`src/rtl/lsu_if.sv`:
```
// Data-bus bundle between the load/store unit and memory: one request
// channel and one response channel, each with its own valid/ready handshake.
interface lsu_if;
    logic        bus_req_valid;
    logic        bus_req_ready;
    logic        bus_we;
    logic [31:0] bus_addr;
    logic [31:0] bus_wdata;
    logic [3:0]  bus_wstrb;
    logic        bus_rsp_valid;
    logic [31:0] bus_rsp_rdata;
    logic        bus_rsp_err;

    modport master (
        output bus_req_valid, bus_we, bus_addr, bus_wdata, bus_wstrb,
        input  bus_req_ready, bus_rsp_valid, bus_rsp_rdata, bus_rsp_err
    );

    modport slave (
        input  bus_req_valid, bus_we, bus_addr, bus_wdata, bus_wstrb,
        output bus_req_ready, bus_rsp_valid, bus_rsp_rdata, bus_rsp_err
    );
endinterface

```
`src/rtl/lsu.sv`:
```
// Load/store unit: alignment check, single-beat bus access with response
// timeout, load extension, and the four load/store trap pulses.
module lsu #(
    parameter int unsigned TIMEOUT_CYCLES = 32'd255
) (
    input  logic        clk,
    input  logic        rst_n,
    input  logic        req_valid,
    output logic        req_ready,
    input  logic        is_load,
    input  logic        is_store,
    input  logic [2:0]  funct3,
    input  logic [31:0] addr,
    input  logic [31:0] store_data,
    output logic        done,
    output logic [31:0] load_data,
    output logic [31:0] mem_addr,
    output logic        trap_ld_addr_misaligned,
    output logic        trap_ld_access_fault,
    output logic        trap_st_amo_addr_misaligned,
    output logic        trap_st_amo_access_fault,
    lsu_if.master       bus
);

    typedef enum logic [1:0] {S_IDLE, S_REQ, S_RSP, S_DONE} state_e;

    function automatic logic [31:0] fmt_wdata(input logic [1:0] size, input logic [31:0] sd);
        case (size)
            2'b00:   return {4{sd[7:0]}};
            2'b01:   return {2{sd[15:0]}};
            default: return sd;
        endcase
    endfunction

    function automatic logic [3:0] fmt_wstrb(input logic [1:0] size, input logic [1:0] lane);
        case (size)
            2'b00:   return 4'b0001 << lane;
            2'b01:   return 4'b0011 << lane;
            2'b10:   return 4'b1111;
            default: return 4'b0000;
        endcase
    endfunction

    function automatic logic [31:0] fmt_load(input logic [1:0] size, input logic uns,
                                             input logic [1:0] lane, input logic [31:0] rdata);
        logic [7:0]  b;
        logic [15:0] h;
        case (lane)
            2'b00:   b = rdata[7:0];
            2'b01:   b = rdata[15:8];
            2'b10:   b = rdata[23:16];
            default: b = rdata[31:24];
        endcase
        h = lane[1] ? rdata[31:16] : rdata[15:0];
        case (size)
            2'b00:   return {{24{~uns & b[7]}}, b};
            2'b01:   return {{16{~uns & h[15]}}, h};
            default: return rdata;
        endcase
    endfunction

    state_e      state_q, state_d;
    logic        store_q, store_d;
    logic [1:0]  size_q, size_d;
    logic        uns_q, uns_d;
    logic [31:0] cnt_q, cnt_d;
    logic [31:0] mem_addr_q, mem_addr_d;
    logic [31:0] load_data_q, load_data_d;
    logic        req_ready_q, req_ready_d;
    logic        done_q, done_d;
    logic        ld_mis_q, ld_mis_d, ld_af_q, ld_af_d;
    logic        st_mis_q, st_mis_d, st_af_q, st_af_d;
    logic        bus_req_valid_q, bus_req_valid_d;
    logic        bus_we_q, bus_we_d;
    logic [31:0] bus_addr_q, bus_addr_d;
    logic [31:0] bus_wdata_q, bus_wdata_d;
    logic [3:0]  bus_wstrb_q, bus_wstrb_d;

    logic        accept_s;
    logic        misalign_s;
    logic [31:0] cnt_inc_s;
    logic        timeout_s;

    assign accept_s   = req_valid && req_ready_q && (is_load ^ is_store);
    assign misalign_s = ((funct3[1:0] == 2'b01) && addr[0]) ||
                        ((funct3[1:0] == 2'b10) && (addr[1:0] != 2'b00));
    assign cnt_inc_s  = cnt_q + 32'd1;
    // A zero limit disables the timeout entirely.
    assign timeout_s  = (TIMEOUT_CYCLES != 32'd0) && (cnt_inc_s >= TIMEOUT_CYCLES);

    // Next-state, capture and trap decode; trap pulses default low every cycle.
    always_comb begin
        state_d     = state_q;
        store_d     = store_q;
        size_d      = size_q;
        uns_d       = uns_q;
        cnt_d       = cnt_q;
        mem_addr_d  = mem_addr_q;
        load_data_d = load_data_q;
        bus_we_d    = bus_we_q;
        bus_addr_d  = bus_addr_q;
        bus_wdata_d = bus_wdata_q;
        bus_wstrb_d = bus_wstrb_q;
        ld_mis_d    = 1'b0;
        ld_af_d     = 1'b0;
        st_mis_d    = 1'b0;
        st_af_d     = 1'b0;

        case (state_q)
            S_IDLE: begin
                if (accept_s) begin
                    store_d     = is_store;
                    size_d      = funct3[1:0];
                    uns_d       = funct3[2];
                    mem_addr_d  = addr;
                    bus_we_d    = is_store;
                    bus_addr_d  = {addr[31:2], 2'b00};
                    bus_wdata_d = fmt_wdata(funct3[1:0], store_data);
                    bus_wstrb_d = is_store ? fmt_wstrb(funct3[1:0], addr[1:0]) : 4'b0000;
                    if (funct3[1:0] == 2'b11) begin
                        state_d     = S_DONE;
                        load_data_d = 32'd0;
                        ld_af_d     = is_load;
                        st_af_d     = is_store;
                    end else if (misalign_s) begin
                        state_d     = S_DONE;
                        load_data_d = 32'd0;
                        ld_mis_d    = is_load;
                        st_mis_d    = is_store;
                    end else begin
                        state_d = S_REQ;
                        cnt_d   = 32'd0;
                    end
                end else begin
                    state_d = S_IDLE;
                end
            end
            S_REQ: begin
                cnt_d = cnt_inc_s;
                if (timeout_s) begin
                    state_d     = S_DONE;
                    load_data_d = 32'd0;
                    ld_af_d     = ~store_q;
                    st_af_d     = store_q;
                end else if (bus.bus_req_ready) begin
                    state_d = S_RSP;
                end else begin
                    state_d = S_REQ;
                end
            end
            S_RSP: begin
                cnt_d = cnt_inc_s;
                // A response in the timeout cycle still counts as a normal completion.
                if (bus.bus_rsp_valid) begin
                    state_d = S_DONE;
                    if (bus.bus_rsp_err) begin
                        load_data_d = 32'd0;
                        ld_af_d     = ~store_q;
                        st_af_d     = store_q;
                    end else begin
                        load_data_d = store_q ? 32'd0
                                              : fmt_load(size_q, uns_q, mem_addr_q[1:0], bus.bus_rsp_rdata);
                    end
                end else if (timeout_s) begin
                    state_d     = S_DONE;
                    load_data_d = 32'd0;
                    ld_af_d     = ~store_q;
                    st_af_d     = store_q;
                end else begin
                    state_d = S_RSP;
                end
            end
            S_DONE: begin
                state_d = S_IDLE;
            end
            default: begin
                state_d = S_IDLE;
            end
        endcase

        req_ready_d     = (state_d == S_IDLE);
        bus_req_valid_d = (state_d == S_REQ);
        done_d          = (state_d == S_DONE);
    end

    // State and registered outputs; reset returns to IDLE with req_ready high.
    always_ff @(posedge clk or negedge rst_n) begin
        if (!rst_n) begin
            state_q         <= S_IDLE;
            store_q         <= 1'b0;
            size_q          <= 2'b00;
            uns_q           <= 1'b0;
            cnt_q           <= 32'd0;
            mem_addr_q      <= 32'd0;
            load_data_q     <= 32'd0;
            req_ready_q     <= 1'b1;
            done_q          <= 1'b0;
            ld_mis_q        <= 1'b0;
            ld_af_q         <= 1'b0;
            st_mis_q        <= 1'b0;
            st_af_q         <= 1'b0;
            bus_req_valid_q <= 1'b0;
            bus_we_q        <= 1'b0;
            bus_addr_q      <= 32'd0;
            bus_wdata_q     <= 32'd0;
            bus_wstrb_q     <= 4'b0000;
        end else begin
            state_q         <= state_d;
            store_q         <= store_d;
            size_q          <= size_d;
            uns_q           <= uns_d;
            cnt_q           <= cnt_d;
            mem_addr_q      <= mem_addr_d;
            load_data_q     <= load_data_d;
            req_ready_q     <= req_ready_d;
            done_q          <= done_d;
            ld_mis_q        <= ld_mis_d;
            ld_af_q         <= ld_af_d;
            st_mis_q        <= st_mis_d;
            st_af_q         <= st_af_d;
            bus_req_valid_q <= bus_req_valid_d;
            bus_we_q        <= bus_we_d;
            bus_addr_q      <= bus_addr_d;
            bus_wdata_q     <= bus_wdata_d;
            bus_wstrb_q     <= bus_wstrb_d;
        end
    end

    assign req_ready                   = req_ready_q;
    assign done                        = done_q;
    assign load_data                   = load_data_q;
    assign mem_addr                    = mem_addr_q;
    assign trap_ld_addr_misaligned     = ld_mis_q;
    assign trap_ld_access_fault        = ld_af_q;
    assign trap_st_amo_addr_misaligned = st_mis_q;
    assign trap_st_amo_access_fault    = st_af_q;
    assign bus.bus_req_valid           = bus_req_valid_q;
    assign bus.bus_we                  = bus_we_q;
    assign bus.bus_addr                = bus_addr_q;
    assign bus.bus_wdata               = bus_wdata_q;
    assign bus.bus_wstrb               = bus_wstrb_q;

endmodule

```
`src/flat_wrapper.sv`:
```
// flat-port wrapper written by rule: the top's interface ports become plain ports
module lsu_flat 
#(
    parameter int unsigned TIMEOUT_CYCLES = 32'd255
)
  (clk, rst_n, req_valid, req_ready, is_load, is_store, funct3, addr, store_data, done, load_data, mem_addr, trap_ld_addr_misaligned, trap_ld_access_fault, trap_st_amo_addr_misaligned, trap_st_amo_access_fault, bus_bus_req_valid, bus_bus_we, bus_bus_addr, bus_bus_wdata, bus_bus_wstrb, bus_bus_req_ready, bus_bus_rsp_valid, bus_bus_rsp_rdata, bus_bus_rsp_err);
  lsu_if bus_i ();
  input  logic clk;
  input  logic rst_n;
  input  logic req_valid;
  output logic req_ready;
  input  logic is_load;
  input  logic is_store;
  input  logic [2:0] funct3;
  input  logic [31:0] addr;
  input  logic [31:0] store_data;
  output logic done;
  output logic [31:0] load_data;
  output logic [31:0] mem_addr;
  output logic trap_ld_addr_misaligned;
  output logic trap_ld_access_fault;
  output logic trap_st_amo_addr_misaligned;
  output logic trap_st_amo_access_fault;
  output wire logic [$bits(bus_i.bus_req_valid)-1:0] bus_bus_req_valid;
  output wire logic [$bits(bus_i.bus_we)-1:0] bus_bus_we;
  output wire logic [$bits(bus_i.bus_addr)-1:0] bus_bus_addr;
  output wire logic [$bits(bus_i.bus_wdata)-1:0] bus_bus_wdata;
  output wire logic [$bits(bus_i.bus_wstrb)-1:0] bus_bus_wstrb;
  input wire logic [$bits(bus_i.bus_req_ready)-1:0] bus_bus_req_ready;
  input wire logic [$bits(bus_i.bus_rsp_valid)-1:0] bus_bus_rsp_valid;
  input wire logic [$bits(bus_i.bus_rsp_rdata)-1:0] bus_bus_rsp_rdata;
  input wire logic [$bits(bus_i.bus_rsp_err)-1:0] bus_bus_rsp_err;
  assign bus_bus_req_valid = bus_i.bus_req_valid;
  assign bus_bus_we = bus_i.bus_we;
  assign bus_bus_addr = bus_i.bus_addr;
  assign bus_bus_wdata = bus_i.bus_wdata;
  assign bus_bus_wstrb = bus_i.bus_wstrb;
  assign bus_i.bus_req_ready = bus_bus_req_ready;
  assign bus_i.bus_rsp_valid = bus_bus_rsp_valid;
  assign bus_i.bus_rsp_rdata = bus_bus_rsp_rdata;
  assign bus_i.bus_rsp_err = bus_bus_rsp_err;
  lsu #(.TIMEOUT_CYCLES(TIMEOUT_CYCLES)) u_core (.clk(clk), .rst_n(rst_n), .req_valid(req_valid), .req_ready(req_ready), .is_load(is_load), .is_store(is_store), .funct3(funct3), .addr(addr), .store_data(store_data), .done(done), .load_data(load_data), .mem_addr(mem_addr), .trap_ld_addr_misaligned(trap_ld_addr_misaligned), .trap_ld_access_fault(trap_ld_access_fault), .trap_st_amo_addr_misaligned(trap_st_amo_addr_misaligned), .trap_st_amo_access_fault(trap_st_amo_access_fault), .bus(bus_i));
endmodule
```
`config.mk`:
```
export PLATFORM = sky130hd
export DESIGN_NAME = lsu_flat
export DESIGN_NICKNAME = d
export VERILOG_FILES = /design/src/rtl/lsu_if.sv /design/src/rtl/lsu.sv /design/src/flat_wrapper.sv
export SDC_FILE = /design/constraint.sdc
export NUM_CORES = 1
export LEC_CHECK = 0
export CORE_ASPECT_RATIO = 0.9
export CORE_UTILIZATION = 33
export DETAILED_ROUTE_END_ITERATION = 8
export PLACE_DENSITY_LB_ADDON = 0.1
export REMOVE_ABC_BUFFERS = 1
export SYNTH_ARGS = -nofsm -noshare
export SYNTH_HDL_FRONTEND = slang
export SYNTH_SLANG_ARGS = --single-unit
```
`constraint.sdc`:
```
create_clock -name clk -period 2.85 [get_ports clk]
set_input_delay 0.57 -clock clk [delete_from_list [all_inputs] [get_ports clk]]
set_output_delay 0.57 -clock clk [all_outputs]
set_load 0.02 [all_outputs]
```
* After elaboration in Yosys (flattened, before gate mapping)
Index checks and enable logic that the tools add are counted.
** Storage, ports and cells
- Bits in registers :: 175
** Cells by class
- Add/sub/neg operators :: 1
- Order comparisons :: 1
- Equality and inequality tests :: 15
- Shift-type cells :: 2
- Muxes and demuxes :: 49
- Bitwise gates (word level) :: 5
- Reduce and logical (&&, ||, !) cells :: 17
** Operators with widths (count)
- 32-bit 2-to-1 mux :: 10
- 32-bit case mux with 2 select lines :: 3
- 32-bit case mux with 3 select lines :: 1
- 32-bit by 1-bit adder with 32-bit output (second input constant) :: 1
- 32-bit by 8-bit >= comparator with 1-bit output (second input constant) :: 1
- 8-bit 2-to-1 mux :: 3
- 8-bit case mux with 3 select lines :: 1
- 1-bit 2-to-1 mux :: 19
- 16-bit 2-to-1 mux :: 1
- 2-bit == test (second input constant) :: 6
- 2-bit 2-to-1 mux :: 6
- 4-bit case mux with 3 select lines :: 1
- 2-bit by 1-bit == test with 1-bit output (second input constant) :: 5
- 2-bit zero test :: 5
- 2-bit case mux with 4 select lines :: 1
- 1-bit case mux with 3 select lines :: 2
- 1-bit logical AND :: 4
- 4-bit 2-to-1 mux :: 1
- 2-bit inequality test (second input constant) :: 2
- 4-bit AND reduction :: 1
- 2-bit nonzero test :: 2
- 1-bit by 2-bit << shifter with 4-bit output (first input constant) :: 1
- 2-bit by 2-bit << shifter with 4-bit output (first input constant) :: 1
- 3-bit by 1-bit inequality test with 1-bit output (second input constant) :: 1
- 9 further kinds :: 11

* Logic depth before layout (Yosys ltp)
- Depth in word-level cells :: 11
- Depth in mapped cells :: 11
- Gate-level depth less buffers :: 10

* Worst setup path after synthesis
No wires, ideal clock.
- Path type :: input to register
- From :: in is_store
- To :: reg u_core.load_data_q[16] (netlist: u_core.load_data[16])
- Library setup time :: 0.074 ns
- Data arrival time :: 2.569 ns
- Slack :: 0.207 ns
- Stages on the path :: 10
- Path buffers :: 2
- Cells stage by stage :: buf_2 -> xor2_1 -> and3_1 -> nand2_2 -> or2_1 -> a2111oi_4 -> o21a_1 -> clkbuf_1 -> o21ai_0 -> o21ai_2
** On the way
- Longest elaborated chain between the ends :: 4
** RTL lines
- from (decl) :: line flat_wrapper.sv:13 : input logic is_store;
- 1-bit bitwise XOR :: line lsu.sv:84 : assign accept_s = req_valid && req_ready_q && (is_load ^ is_store);
- 1-bit logical AND :: line lsu.sv:84
- 2-bit by 1-bit inequality test with 1-bit output (no line)
- 3-bit AND reduction (no line)
- to (signal assigned) :: line lsu.sv:214 : load_data_q <= load_data_d;
- to (decl) :: line lsu.sv:68 : logic [31:0] load_data_q, load_data_d;
Every way passes these cells.
A chain may end at the register's enable or synchronous reset.

* Worst setup path in the final report
- From :: reg u_core.cnt_q[0]
- To :: reg u_core.load_data_q[25] (netlist: u_core.load_data[25])
** On the way
- Longest elaborated chain between the ends :: 5
** RTL lines
- from (decl) :: line lsu.sv:66 : logic [31:0] cnt_q, cnt_d;
- from (signal assigned) :: line lsu.sv:212 : cnt_q <= cnt_d;
- 32-bit by 1-bit adder with 32-bit output * :: line lsu.sv:87 : assign cnt_inc_s = cnt_q + 32'd1;
- 32-bit by 8-bit >= comparator with 1-bit output * :: line lsu.sv:89 : assign timeout_s = (TIMEOUT_CYCLES != 32'd0) && (cnt_inc_s >= TIMEOUT_CYCLES);
- 32-bit 2-to-1 mux *
- 32-bit 2-to-1 mux
- 32-bit case mux with 3 select lines *
Every way passes the cells marked *; elsewhere a longest branch is shown, timed or not.

==> impl_metrics.yaml <==
status:
  outcome: "completed"
clock_network:
  clk_pin_slew_ns: 0.07
  clockBufferDepth: 2
  clock_latency_ns: 0.43
  cts_hold_buf: 0
  cts_sinks: 145
  cts_buffers: 17
  h-tree-depth: 4
  root_buffer: "clkbuf_16"
  cts_tree: "yes"
yosys:
  syn_inst: 854
  ys_types: 69
  yosysSeqAreaShare: 0.444
  synth_top_cell_area_share: 0.441
  synth.largest_area_cell: "dfrtp_1"
  synth_area_leaders: "dfrtp_1 (44%), mux2_2 (6.2%), o21ai_0 (5.0%)"
  synth_warnings: 0
  synth_seq_cells: 145
  synth_flop_cell: "dfrtp_1"
  synth_area_mm2: 0.00817
  synthArstFlopShare: 1.00
  synth_edf_count: 0
  synth.avg_cell_area_um2: 9.57
floorplan:
  initial_core_util: 0.337
  die_x_um: 168
  core.rowCount: 54
  die_h_um: 151
  io_pins: 247
  dieArea_mm2: 0.0254
  core_area_mm2: 0.0243
finish:
  nNetsFinal: 1229
  diodes: 0
  drive_gt1_frac: 0.211
  fin_area_mm2: 0.0119
  area_growth_pct: 46.1
  stdcell_count: 1437
power:
  netSwitchingPower_mw: 3.94
  leakagePower_nw: 5.00
  comb_power_share: 0.479
  ir_worst_vdd_mv: 0.504
  swShare: 0.394
  power_frac_clock: 0.219
  p_seq_frac: 0.302
  power_density_mw_per_mm2: 839
  intPower_mw: 6.07
critical_path:
  r2r_setup_slack_ns: 0.08
  start_kind: "register"
  cp-end-kind: "register"
  cp-startpoint: "u_core.cnt_q[0]"
  worstSetupEndpoint: "u_core.load_data[25]"
  r2r_end: "u_core.load_data[25]"
  slowest_stage: "dfrtp_1"
  crit_fanout: 10
  reg2reg_depth: 12
  r2r-start: "u_core.cnt_q[0]"
  slowest_delay_ns: 0.40
  path_class: "register to register"
  worstPathCellList: "ha_2, and3_4, nand4_4, o31a_1, a311oi_2, nand4b_1, nor4_4, buf_4, a221oi_4, buf_6, buf_12, o21ai_0"
  cp.required_ns: 3.20
  critPathArrivalTime_ns: 3.12
sta:
  worstMarginPinSlew_ns: 0.625
  drv_slew: 0
  timing.fmax_mhz: 361
  fin_crit_sh: 0.972
  report.final.hold_viol_count: 0
  final.setup_skew_ns: 0.0168
  slew_headroom: 0.583
  setup_viol: 0
  holdWs_ns: 0.0971
  fin_crit_ns: 2.77
drt:
  routed_wl_um: 24200
  num_vias: 7191
  antenna_left: 0
  remaining_drc_errors: 0
  dr.pass1.iters: 5
  vias_per_cell: 5.00
  drt-wirelength-per-cell_um: 16.9
  drtIter0Drc: 386
place:
  io_buffers: 244
  placed_area_mm2: 0.0112
  hpwl_um: 17700
  gp_congestion: 0.838
  post-place-cells: 1399
grt:
  antenna_found_initial: 0
  track_usage: 0.191
  grt_pass1_vias: 6896
  grt_max_degree: 58
  grt.overflow.total: 0
  grt_pass1_wl_um: 37900
min_path:
  min_path_type: "input port to async pin"
run:
  drv_cap: 0
worst min-delay path by stage:
stage | endpoint | cells after the start | slack, ns | start
2_1_floorplan | u_core.bus.bus_req_valid | 0 | 0.27 | rst_n
3_3_place_gp | u_core.bus.bus_wstrb[0] | 2 | 0.46 | u_core.bus.bus_wstrb[0]
3_5_place_dp | u_core.bus.bus_wdata[14] | 2 | 0.47 | u_core.bus.bus_wdata[14]
4_1_cts | u_core.load_data[16] | 1 | 0.11 | rst_n
5_1_grt | u_core.load_data[24] | 1 | 0.13 | rst_n
6_report | u_core.load_data[24] | 1 | 0.1 | rst_n
through the flow:
stage	util	setup slack, ns	setup TNS [ns]	power, mW
after floorplan	-	-0.950	-26.08	5.26
after global placement	0.462	-0.0909	-2.02	7.78
after detailed placement	0.462	-0.137	-3.06	7.79
after CTS	0.486	0.000715	0	10.0
after global routing	0.492	-0.0283	-0.0293	10.6
final	0.492	0.0811	0	10.0
synth_stat cells (all sizes together) (3+ instances only):
cell type	instances
o211ai	10
and3	6
mux2i	28
o21ai	112
or2	5
ha	6
nor2	33
inv	43
dfrtp	144
nand4	15
nor2b	3
buf	59
a31oi	5
nand2b	13
a21o	8
nand2	88
a211oi	4
o21a	6
o31ai	8
nor4	9
nand3	19
and2	11
nor3	27
and4	10
a21oi	21
xnor2	6
a22o	29
or3	6
clkbuf	38
mux2	45
o221ai	8
sequential cells by signal, indices dropped and copies added (netlist names), 2 cells and up:
| register | count |
|---|---|
| u_core.bus.bus_wdata | 32 |
| u_core.cnt_q | 32 |
| u_core.load_data | 32 |
| u_core.mem_addr | 32 |
| u_core.bus.bus_wstrb | 4 |
| u_core.size_q | 2 |
| u_core.state_q | 2 |
cell families after synthesis:
| group | synth area share |
|---|---|
| flops | 0.444 |
| other cells | 0.000459 |
| compound gates | 0.196 |
| simple gates | 0.161 |
| mux | 0.0963 |
| fa+ha+maj | 0.00919 |
| buf+inv | 0.0858 |
| xor+xnor | 0.00750 |
layer usage:
layer,global-route usage,wire [um]
met3,0.0366,1020
met4,0.0665,438
met1,0.256,11200
met5,0,0
met2,0.308,11600
critical path, delay by kind of cell (launching register included):
kind,cells,cell delay (ns)
and+or+nand+nor,4,0.80
adders and majority gates,1,0.22
buffers and inverters,3,0.48
AOI/OAI and AO/OA,4,0.80
DFF,1,0.40
area by class of cell:
type / instances / area [um2]
Clock buffer: 19 / 453
Multi-Input combinational cell: 569 / 3920
Timing Repair Buffer: 339 / 3260
Tap cell: 308 / 385
Sequential cell: 145 / 3640
Clock inverter: 13 / 118
Inverter: 44 / 165
Fill cell: 2253 / 12300
power groups by stage:
stage / clock network, mW / registers (mW) / logic, mW
finish: 2.19 / 3.02 / 4.80
global route: 2.36 / 3.11 / 5.14
CTS: 2.27 / 3.04 / 4.74
detailed placement: 0 / 3.06 / 4.73
global placement: 0 / 3.05 / 4.73
floorplan: 0 / 3.93 / 1.34
placed cells by master (no fill, tap or decap), drive strengths merged, types with 11 or more instances in the layout:
master	synthesis	layout
nand2b	13	13
buf	59	95
clkdlybuf4s50	0	243
mux2i	28	28
o21ai	112	112
inv	43	49
and2	11	11
nor2	33	33
mux2	45	45
dfrtp	144	144
nand3	19	19
nand2	88	88
nand4	15	15
nor3	27	27
a22o	29	29
clkbuf	38	20
a21oi	21	21
repair_timing:
action / in CTS / in global routing
setup endpoints to repair: 28 / 37
buffers inserted: 0 / 6
resized for setup: 4 / 24
cloned: 0 / 1
pin swaps: 1 / 7
(Power assumes the default switching activity.)
